$ cat config.mk
export PLATFORM = sky130hd
export DESIGN_NAME = mem_access_ctrl
export DESIGN_NICKNAME = d
export VERILOG_FILES = /design/src/rtl/mem_access_pkg.sv /design/src/rtl/mem_load_align.sv /design/src/rtl/mem_access_ctrl.sv
export SDC_FILE = /design/constraint.sdc
export NUM_CORES = 1
export LEC_CHECK = 0
export CORE_AREA = 2 2 120 122
export DETAILED_ROUTE_END_ITERATION = 10
export DIE_AREA = 0 0 122 124
export GPL_ROUTABILITY_DRIVEN = 0
export MAX_ROUTING_LAYER = met4
export PLACE_DENSITY = 0.76
export SETUP_SLACK_MARGIN = 0.1
export SLEW_MARGIN = 20
export SYNTH_ARGS = -nofsm -noshare
export SYNTH_HDL_FRONTEND = slang
export SYNTH_HIERARCHICAL = 1
export SYNTH_SLANG_ARGS = --single-unit
$ cat constraint.sdc
create_clock -name clk -period 2.9 [get_ports clk]
set_clock_uncertainty 0.1 [all_clocks]
set_input_delay 0.435 -clock clk [delete_from_list [all_inputs] [get_ports clk]]
set_output_delay 0.435 -clock clk [all_outputs]
set_load 0.03 [all_outputs]
$ cat src/rtl/mem_access_pkg.sv
// Shared encodings and helpers for the MEM-stage data memory access controller.
// Holds the access-size codes, the controller state type and the lane helpers.
package mem_access_pkg;

    localparam logic [1:0] SZ_BYTE = 2'b00;
    localparam logic [1:0] SZ_HALF = 2'b01;
    localparam logic [1:0] SZ_WORD = 2'b10;

    typedef enum logic [1:0] {
        ST_IDLE,
        ST_LOAD_WAIT,
        ST_RMW_WRITE
    } state_t;

    // A half must sit on an even byte and a word on a 4-byte boundary; bytes never misalign.
    function automatic logic is_misaligned(input logic [1:0] size, input logic [1:0] offset);
        logic bad;
        bad = 1'b0;
        case (size)
            SZ_HALF: bad = offset[0];
            SZ_WORD: bad = (offset != 2'b00);
            default: bad = 1'b0;
        endcase
        return bad;
    endfunction

    // Little-endian lane insertion of a right-aligned store value into an existing word.
    function automatic logic [31:0] merge_store(input logic [31:0] old_word,
                                                input logic [31:0] data,
                                                input logic [1:0]  size,
                                                input logic [1:0]  offset);
        logic [31:0] w;
        w = old_word;
        case (size)
            SZ_BYTE: w[{offset, 3'b000} +: 8]     = data[7:0];
            SZ_HALF: w[{offset[1], 4'b0000} +: 16] = data[15:0];
            default: w = data;
        endcase
        return w;
    endfunction

endpackage

$ cat src/rtl/mem_load_align.sv
// Selects the addressed little-endian lane of a RAM word and extends it to 32 bits.
// Purely combinational.
module mem_load_align
    import mem_access_pkg::*;
(
    input  logic [31:0] rdata,
    input  logic [1:0]  size,
    input  logic [1:0]  offset,
    input  logic        load_unsigned,
    output logic [31:0] data
);

    logic [7:0]  byte_lane;
    logic [15:0] half_lane;
    logic        sign_bit;

    always_comb begin
        byte_lane = rdata[{offset, 3'b000} +: 8];
        half_lane = rdata[{offset[1], 4'b0000} +: 16];
        sign_bit  = 1'b0;
        data      = rdata;
        case (size)
            SZ_BYTE: begin
                sign_bit = ~load_unsigned & byte_lane[7];
                data     = {{24{sign_bit}}, byte_lane};
            end
            SZ_HALF: begin
                sign_bit = ~load_unsigned & half_lane[15];
                data     = {{16{sign_bit}}, half_lane};
            end
            default: data = rdata;
        endcase
    end

endmodule

$ cat src/rtl/mem_access_ctrl.sv
// MEM-stage controller between the pipeline and a word-wide synchronous data RAM.
// Word stores finish in one cycle; loads and sub-word stores take two (stall, then complete).
module mem_access_ctrl
    import mem_access_pkg::*;
(
    input  logic        clk,
    input  logic        rst_n,
    input  logic        mem_read,
    input  logic        mem_write,
    input  logic [1:0]  mem_size,
    input  logic        load_unsigned,
    input  logic [31:0] address,
    input  logic [31:0] store_data,
    output logic        stall,
    output logic [31:0] load_data,
    output logic        load_valid,
    output logic        access_err,
    output logic        ram_we,
    output logic [13:0] ram_addr,
    output logic [31:0] ram_wdata,
    input  logic [31:0] ram_rdata
);

    state_t      state, next_state;

    logic [13:0] lat_word;
    logic [1:0]  lat_size;
    logic [1:0]  lat_off;
    logic        lat_uns;
    logic [31:0] lat_data;

    logic        req;
    logic        illegal;
    logic        capture;
    logic        stall_c;
    logic        we_c;
    logic        err_c;
    logic [31:0] aligned_data;
    logic        unused_addr_hi;

    // Only a 64 KiB window is decoded; upper address bits alias onto it.
    assign unused_addr_hi = ^address[31:16];

    assign req     = mem_read | mem_write;
    assign illegal = (mem_read & mem_write) | (mem_size == 2'b11)
                   | is_misaligned(mem_size, address[1:0]);

    always_comb begin
        next_state = state;
        stall_c    = 1'b0;
        we_c       = 1'b0;
        err_c      = 1'b0;
        capture    = 1'b0;
        ram_addr   = address[15:2];
        ram_wdata  = store_data;
        case (state)
            ST_IDLE: begin
                if (req) begin
                    if (illegal) begin
                        err_c = 1'b1;
                    end else if (mem_read) begin
                        stall_c    = 1'b1;
                        capture    = 1'b1;
                        next_state = ST_LOAD_WAIT;
                    end else if (mem_size == SZ_WORD) begin
                        we_c = 1'b1;
                    end else begin
                        stall_c    = 1'b1;
                        capture    = 1'b1;
                        next_state = ST_RMW_WRITE;
                    end
                end
            end
            ST_LOAD_WAIT: begin
                ram_addr   = lat_word;
                next_state = ST_IDLE;
            end
            ST_RMW_WRITE: begin
                ram_addr   = lat_word;
                ram_wdata  = merge_store(ram_rdata, lat_data, lat_size, lat_off);
                we_c       = 1'b1;
                next_state = ST_IDLE;
            end
            default: next_state = ST_IDLE;
        endcase
    end

    // Gating with rst_n keeps the RAM write and stall dead for the whole reset, even mid-operation.
    assign stall  = stall_c & rst_n;
    assign ram_we = we_c & rst_n;

    always_ff @(posedge clk or negedge rst_n) begin
        if (!rst_n) begin
            state <= ST_IDLE;
        end else begin
            state <= next_state;
        end
    end

    always_ff @(posedge clk or negedge rst_n) begin
        if (!rst_n) begin
            lat_word <= '0;
            lat_size <= '0;
            lat_off  <= '0;
            lat_uns  <= 1'b0;
            lat_data <= '0;
        end else if (capture) begin
            lat_word <= address[15:2];
            lat_size <= mem_size;
            lat_off  <= address[1:0];
            lat_uns  <= load_unsigned;
            lat_data <= store_data;
        end
    end

    mem_load_align u_align (
        .rdata         (ram_rdata),
        .size          (lat_size),
        .offset        (lat_off),
        .load_unsigned (lat_uns),
        .data          (aligned_data)
    );

    always_ff @(posedge clk or negedge rst_n) begin
        if (!rst_n) begin
            load_data  <= '0;
            load_valid <= 1'b0;
            access_err <= 1'b0;
        end else begin
            load_valid <= (state == ST_LOAD_WAIT);
            access_err <= err_c;
            if (state == ST_LOAD_WAIT) begin
                load_data <= aligned_data;
            end
        end
    end

endmodule

==> results.tsv, run 1 <==
stage	metric	value	unit
die	core box area	0.0137	mm2
sta	setup total negative slack	-14.1	ps
global_route	Total GRT Usage	0.271	
final_layout	layout cell share with drive strength beyond 1	0.321	
synth	post-synth cell types	45	
clock_network	Root Buffer	clkbuf_16	
final_layout	Multi-input gate area	0.00360	mm2
synth	Post-synth ARST share	1.00	
sta	max frequency	343	MHz
route	Routed WL	20000	um
clock_network	CTS tree	done	
critical_path	worst setup path start	lat_off[0]$_DFFE_PN0P_	
critical_path	Critical Path RT	2370	ps
sta	final hold vios	0	
critical_path	Crit. End Element	output pin	
synth	synth warn	6	
status	failing checks	setup timing	
critical_path	Critical Path Source Type	flop	
final_layout	register area	0.00218	mm2
pwr	PwrDens	1180	mW/mm2
critical_path	R2R setup slack	500	ps
pwr	Tot Pwr	0.0101	W
status	status	finished, violations left	
pwr	static leakage	3.55	nW
die	starting density of the core	0.422	
synth	most common cell in the netlist	mux2_2	
critical_path	worst r2r src	lat_size[0]$_DFFE_PN0P_	
synth	Syn Area/Cell	9.66	um2
critical_path	crit path max fanout	8	
pwr	switching power share of the total	0.444	
route	via count	5599	
synth	#FFs+latches synth	87	
synth	largest area contributor in the netlist	dfrtp_1	
critical_path	CP delay by family, top	simple AND/OR/NAND/NOR gates	
pwr	Net Switching	0.00450	W
critical_path	CP max stage delay	620	ps
pwr	P_int	0.00563	W
critical_path	Worst path slowest cell	or4b_4	
die	Die Ht	124	um
global_route	number of global-route vias before repair	5640	
final_layout	number of diodes	0	
sta	fin. max-slew vios	0	
synth	synthesized instance count	599	
final_layout	Layout Area Growth over Synthesis	48.8	%
critical_path	CP endpoint	ram_wdata[27]	
placed_design	IO Port Bufs	168	
clock_network	CTS Buffer Depth	2	
synth	syn nets	713	
pwr	Worst IR Drop VDD	723	uV
die	number of top-level pins	185	
global_route	largest net degree at the start of global routing	57	
sta	Period minus WS final	2910	ps
route	initial drt markers	615	
global_route	first-pass GRT wire length	30100	um
route	post-route ant nets	0	
synth	share of the synthesized area in the top cell type	0.376	
critical_path	number of cells on the critical path	7	
sta	Period Utilization, post-route	1.00	
placed_design	pre-CTS setup slack	-84.9	ps
run	Max-Cap Viols	0	
pwr	combinational cell fraction of total power	0.633	
clock_network	CTS buffer count	9	
clock_network	Worst-Skew Late Latency	350	ps
placed_design	DP Area	0.00804	mm2
placed_design	DPL Wire Length	14500	um
sta	Rel. slew slack	0.540	
route	# DRC	0	
critical_path	Buf/Inv on CP	2	
die	die width	122	um
clock_network	CTS HTree Levels	3	
critical_path	crit path kind	reg -> out	
pwr	sequential share of power	0.233	
sta	RSZ-0062 raised after global routing	yes	
final_layout	# nets final	878	
critical_path	CP Data Arrival Time	2380	ps
synth	top post-synthesis cells by count	107 x mux2_2, 87 x dfrtp_1, 73 x nand2_1, 38 x nor2_1, 29 x a21oi_1	
clock_network	CTS sink cnt	87	
sta	final hold slack	61.7	ps
sta	Final WS setup	-14.1	ps
sta	Setup violations, final	1	
pwr	Clk network pwr share	0.134	
synth	synthesized cell area	0.00579	mm2
critical_path	Cell Chain, Critical Path	inv_4 -> ha_4 -> or4b_4 -> o22ai_2 -> nand2_2 -> a41oi_4 -> buf_12	
global_route	antenna violations before repair	0	
die	die footprint	0.0151	mm2
synth	Seq/Total Area, Yosys	0.376	
critical_path	R2R Path End	load_data[5]$_DFFE_PN0P_	
synth	Top FF cell, synth	dfrtp_1	
synth	main area contributors after synthesis	dfrtp_1 38%, mux2_2 21%, nand2_1 4.7%, a21oi_1 2.5%, nor2_1 2.5%	
min_path	Hold WC Path Type	in -> async	
route	DR pass1 iterations	6	
route	WL per Instance	21.1	um
clock_network	Clock transition at path regs	60	ps
critical_path	R2R cell count	6	
sta	Slew @ Worst Pin	690	ps
route	via/cell ratio	5.90	
synth	number of synthesized flops with an enable pin	0	
global_route	gr ovfl total	0	
final_layout	Final Instance Area	0.00861	mm2
final_layout	Fillers	1108	
die	Core Rows	43	
[cells in the final DEF (no fill, tap or decap), types with 3 or more instances in the layout]
cell type / instances
a32o_1: 8
a22o_1: 8
and3_4: 7
dfrtp_2: 3
clkdlybuf4s50_1: 119
and4_1: 8
clkbuf_16: 9
a21oi_1: 28
o21ai_0: 17
buf_6: 3
a22oi_1: 8
dfrtp_1: 84
buf_4: 40
a31oi_1: 16
a41oi_1: 5
mux2_2: 107
and2_1: 18
buf_12: 23
dlymetal6s2s_1: 13
o22ai_1: 6
bufinv_16: 3
a221o_1: 7
a21oi_2: 11
a41oi_4: 8
ha_1: 7
a221oi_1: 6
inv_1: 15
nor2_1: 36
nor2b_1: 21
nand2_1: 71
clkinv_4: 3
[power groups by stage]
stage          clock network (W)  registers (W)  logic (W)
6_report                 0.00136        0.00235    0.00641
5_1_grt                  0.00142        0.00243    0.00679
4_1_cts                  0.00138        0.00233    0.00622
3_5_place_dp                   0        0.00235    0.00611
3_3_place_gp                   0        0.00230    0.00599
2_1_floorplan                  0        0.00261    0.00365
[metrics by stage]
stage	instances	utilization
floorplan	599	-
global placement	927	0.586
detailed placement	927	0.586
CTS	946	0.617
global route	949	0.628
finish	949	0.628
[final cells by class]
cell class / instances / area share
Clock buffer: 10 / 0.0266
Clock inverter: 6 / 0.0135
Inverter: 19 / 0.00915
Multi-Input combinational cell: 446 / 0.419
Sequential cell: 87 / 0.253
Tap cell: 180 / 0.0262
Timing Repair Buffer: 201 / 0.253
[worst reg2reg max path: stages, from the launching register on]
cell and delay [ps]:
dfrtp_1 450, buf_4 260, nor2b_1 490, nor2b_1 240, a22oi_1 330, o21ai_0 140, mux2_2 280
[worst min path at each step]
stage | from | end | slack (ps) | cells after the start
CTS | rst_n | lat_data[6]$_DFFE_PN0P_ | 60 | 2
global route | rst_n | lat_word[13]$_DFFE_PN0P_ | 90 | 2
finish | rst_n | lat_word[13]$_DFFE_PN0P_ | 60 | 2
detailed placement | lat_data[23]$_DFFE_PN0P_ | lat_data[23]$_DFFE_PN0P_ | 390 | 1
floorplan | rst_n | access_err$_DFF_PN0_ | 40 | 0
global placement | lat_data[31]$_DFFE_PN0P_ | lat_data[31]$_DFFE_PN0P_ | 380 | 1
[metal layers]
layer / global-route usage / part of all wire / vias to the layer above
met4: 0.136 / 0.037 / 0
met2: 0.424 / 0.47 / 304
li1: - / - / 2522
met1: 0.323 / 0.39 / 2720
met5: - / 0 / -
met3: 0.0746 / 0.10 / 53
[state kept, by name (all words and copies together), names as in the netlist]
name        flops
lat_size        2
lat_uns         1
lat_off         2
load_valid      1
access_err      1
state           2
lat_data       32
lat_word       14
load_data      32
[cell families (layout without fill, tap and decap cells)]
group	count (synthesis)	count (layout)	share of synthesized area
adders and majority gates	12	12	0.0255
and+or+nand+nor	182	182	0.154
DFF	87	87	0.376
muxes	109	109	0.212
AOI/OAI and AO/OA	143	143	0.179
buffers and inverters	66	236	0.0536
[repair_timing]
item | in CTS | in global routing
gates resized for setup | 16 | 38
pin swaps | 5 | 8
endpoints found under the setup margin | 33 | 46
hold buffers | 0 | 0
setup buffers | 3 | 3
Power figures use the tool's default switching activity.
==> run 2, diff against run 1 <==
- SKIP_LAST_GASP: not set -> 1
==> results.tsv, run 2 (synthesis gave the netlist of run 1 again) <==
stage	metric	value	unit
pwr	PwrDens	1170	mW/mm2
route	DR pass1 iterations	6	
die	die width	122	um
sta	fin. max-slew vios	0	
sta	Final WS setup	-2.27	ps
critical_path	Critical Path Source Type	flop	
route	Routed WL	19900	um
sta	Rel. slew slack	0.544	
final_layout	layout cell share with drive strength beyond 1	0.316	
final_layout	Multi-input gate area	0.00360	mm2
global_route	Total GRT Usage	0.272	
sta	final hold vios	0	
global_route	gr ovfl total	0	
route	WL per Instance	21.0	um
status	status	finished, violations left	
placed_design	DPL Wire Length	14500	um
final_layout	Final Instance Area	0.00859	mm2
status	failing checks	setup timing	
sta	RSZ-0062 raised after global routing	yes	
route	post-route ant nets	0	
min_path	Hold WC Path Type	in -> async	
die	core box area	0.0137	mm2
critical_path	CP Data Arrival Time	2370	ps
pwr	static leakage	3.55	nW
global_route	antenna violations before repair	0	
clock_network	Root Buffer	clkbuf_16	
final_layout	number of diodes	0	
die	Die Ht	124	um
route	initial drt markers	577	
route	# DRC	0	
final_layout	Layout Area Growth over Synthesis	48.5	%
global_route	first-pass GRT wire length	30200	um
final_layout	commonest non-fill, non-tap cell in the layout	clkdlybuf4s50_1	
final_layout	Fillers	1116	
route	via count	5592	
pwr	Worst IR Drop VDD	721	uV
placed_design	Post-Place Cells	927	
die	die footprint	0.0151	mm2
die	starting density of the core	0.422	
sta	Setup violations, final	1	
sta	Period minus WS final	2900	ps
critical_path	Crit. End Element	output pin	
clock_network	CTS tree	done	
clock_network	CTS buffer count	9	
final_layout	# nets final	877	
clock_network	CTS HTree Levels	3	
final_layout	most frequent cells in the layout	119 x clkdlybuf4s50_1, 107 x mux2_2, 84 x dfrtp_1, 72 x nand2_1, 40 x buf_4	
clock_network	Clock transition at path regs	60	ps
final_layout	Largest regs	lat_data x32, load_data x32, lat_word x14	
critical_path	Critical Path RT	2370	ps
sta	Slew @ Worst Pin	684	ps
placed_design	pre-CTS setup slack	-84.9	ps
critical_path	crit path kind	reg -> out	
global_route	largest net degree at the start of global routing	57	
die	Core Rows	43	
clock_network	Worst-Skew Late Latency	350	ps
sta	setup total negative slack	-2.27	ps
sta	max frequency	345	MHz
die	number of top-level pins	185	
critical_path	crit path max fanout	8	
final_layout	Layout Cells excl Fill	948	
pwr	Tot Pwr	0.0101	W
run	Max-Cap Viols	0	
critical_path	R2R cell count	6	
final_layout	register area	0.00218	mm2
placed_design	DP Area	0.00804	mm2
clock_network	CTS Buffer Depth	2	
sta	Period Utilization, post-route	1.00	
placed_design	IO Port Bufs	168	
global_route	number of global-route vias before repair	5609	
clock_network	CTS sink cnt	87	
route	via/cell ratio	5.90	
## run 2: path summary, 6_finish.rpt
check	end	start	slack [ps]
max reg2reg	load_data[4]$_DFFE_PN0P_	lat_size[0]$_DFFE_PN0P_	470
max in group asynchronous	lat_size[1]$_DFFE_PN0P_	rst_n	1520
max	ram_wdata[31]	lat_off[0]$_DFFE_PN0P_	-2
min reg2reg	lat_data[23]$_DFFE_PN0P_	lat_data[23]$_DFFE_PN0P_	400
min	lat_word[13]$_DFFE_PN0P_	rst_n	60
min in group clk	lat_data[23]$_DFFE_PN0P_	lat_data[23]$_DFFE_PN0P_	400
## run 2: per-stage QoR
stage | hold slack, ps | utilization
finish | 59.7 | 0.626
global route | 94.6 | 0.626
CTS | 64.3 | 0.615
detailed placement | 390 | 0.586
global placement | 382 | 0.586
floorplan | 39.4 | -
## run 2: metal layers
layer  vias to the layer above  share of wire  track usage
met2                       311           0.47        0.426
li1                       2522              -            -
met3                        53           0.10       0.0719
met1                      2706           0.39        0.326
met5                         -              0            -
met4                         0          0.035        0.133
## run 2: what timing repair did
action	CTS	global route
gates resized for setup	10	39
hold buffers	0	0
setup buffers	3	2
setup endpoints to repair	33	46
pin swaps	5	7
cloned	0	0
## run 2: final cells by class
| class | count | share of cell area |
|---|---|---|
| Clock buffer | 10 | 0.0267 |
| Tap cell | 180 | 0.0262 |
| Inverter | 19 | 0.00918 |
| Timing Repair Buffer | 200 | 0.251 |
| Clock inverter | 6 | 0.0135 |
| Sequential cell | 87 | 0.254 |
| Multi-Input combinational cell | 446 | 0.420 |
## run 2: report_power, final
group          internal, W  leakage [nW]  switching, W  total, W
clock network     0.000849         0.167      0.000512   0.00136
registers          0.00182          1.04      0.000533   0.00235
logic              0.00293          2.34       0.00345   0.00638
total              0.00560          3.55       0.00449    0.0101
## run 2: critical path, cell delays in order, from the launching register on
cell and delay [ps]:
dfrtp_2 420, inv_4 90, ha_4 210, or4b_4 620, o22ai_4 150, nand2_2 90, a41oi_4 270, buf_12 150
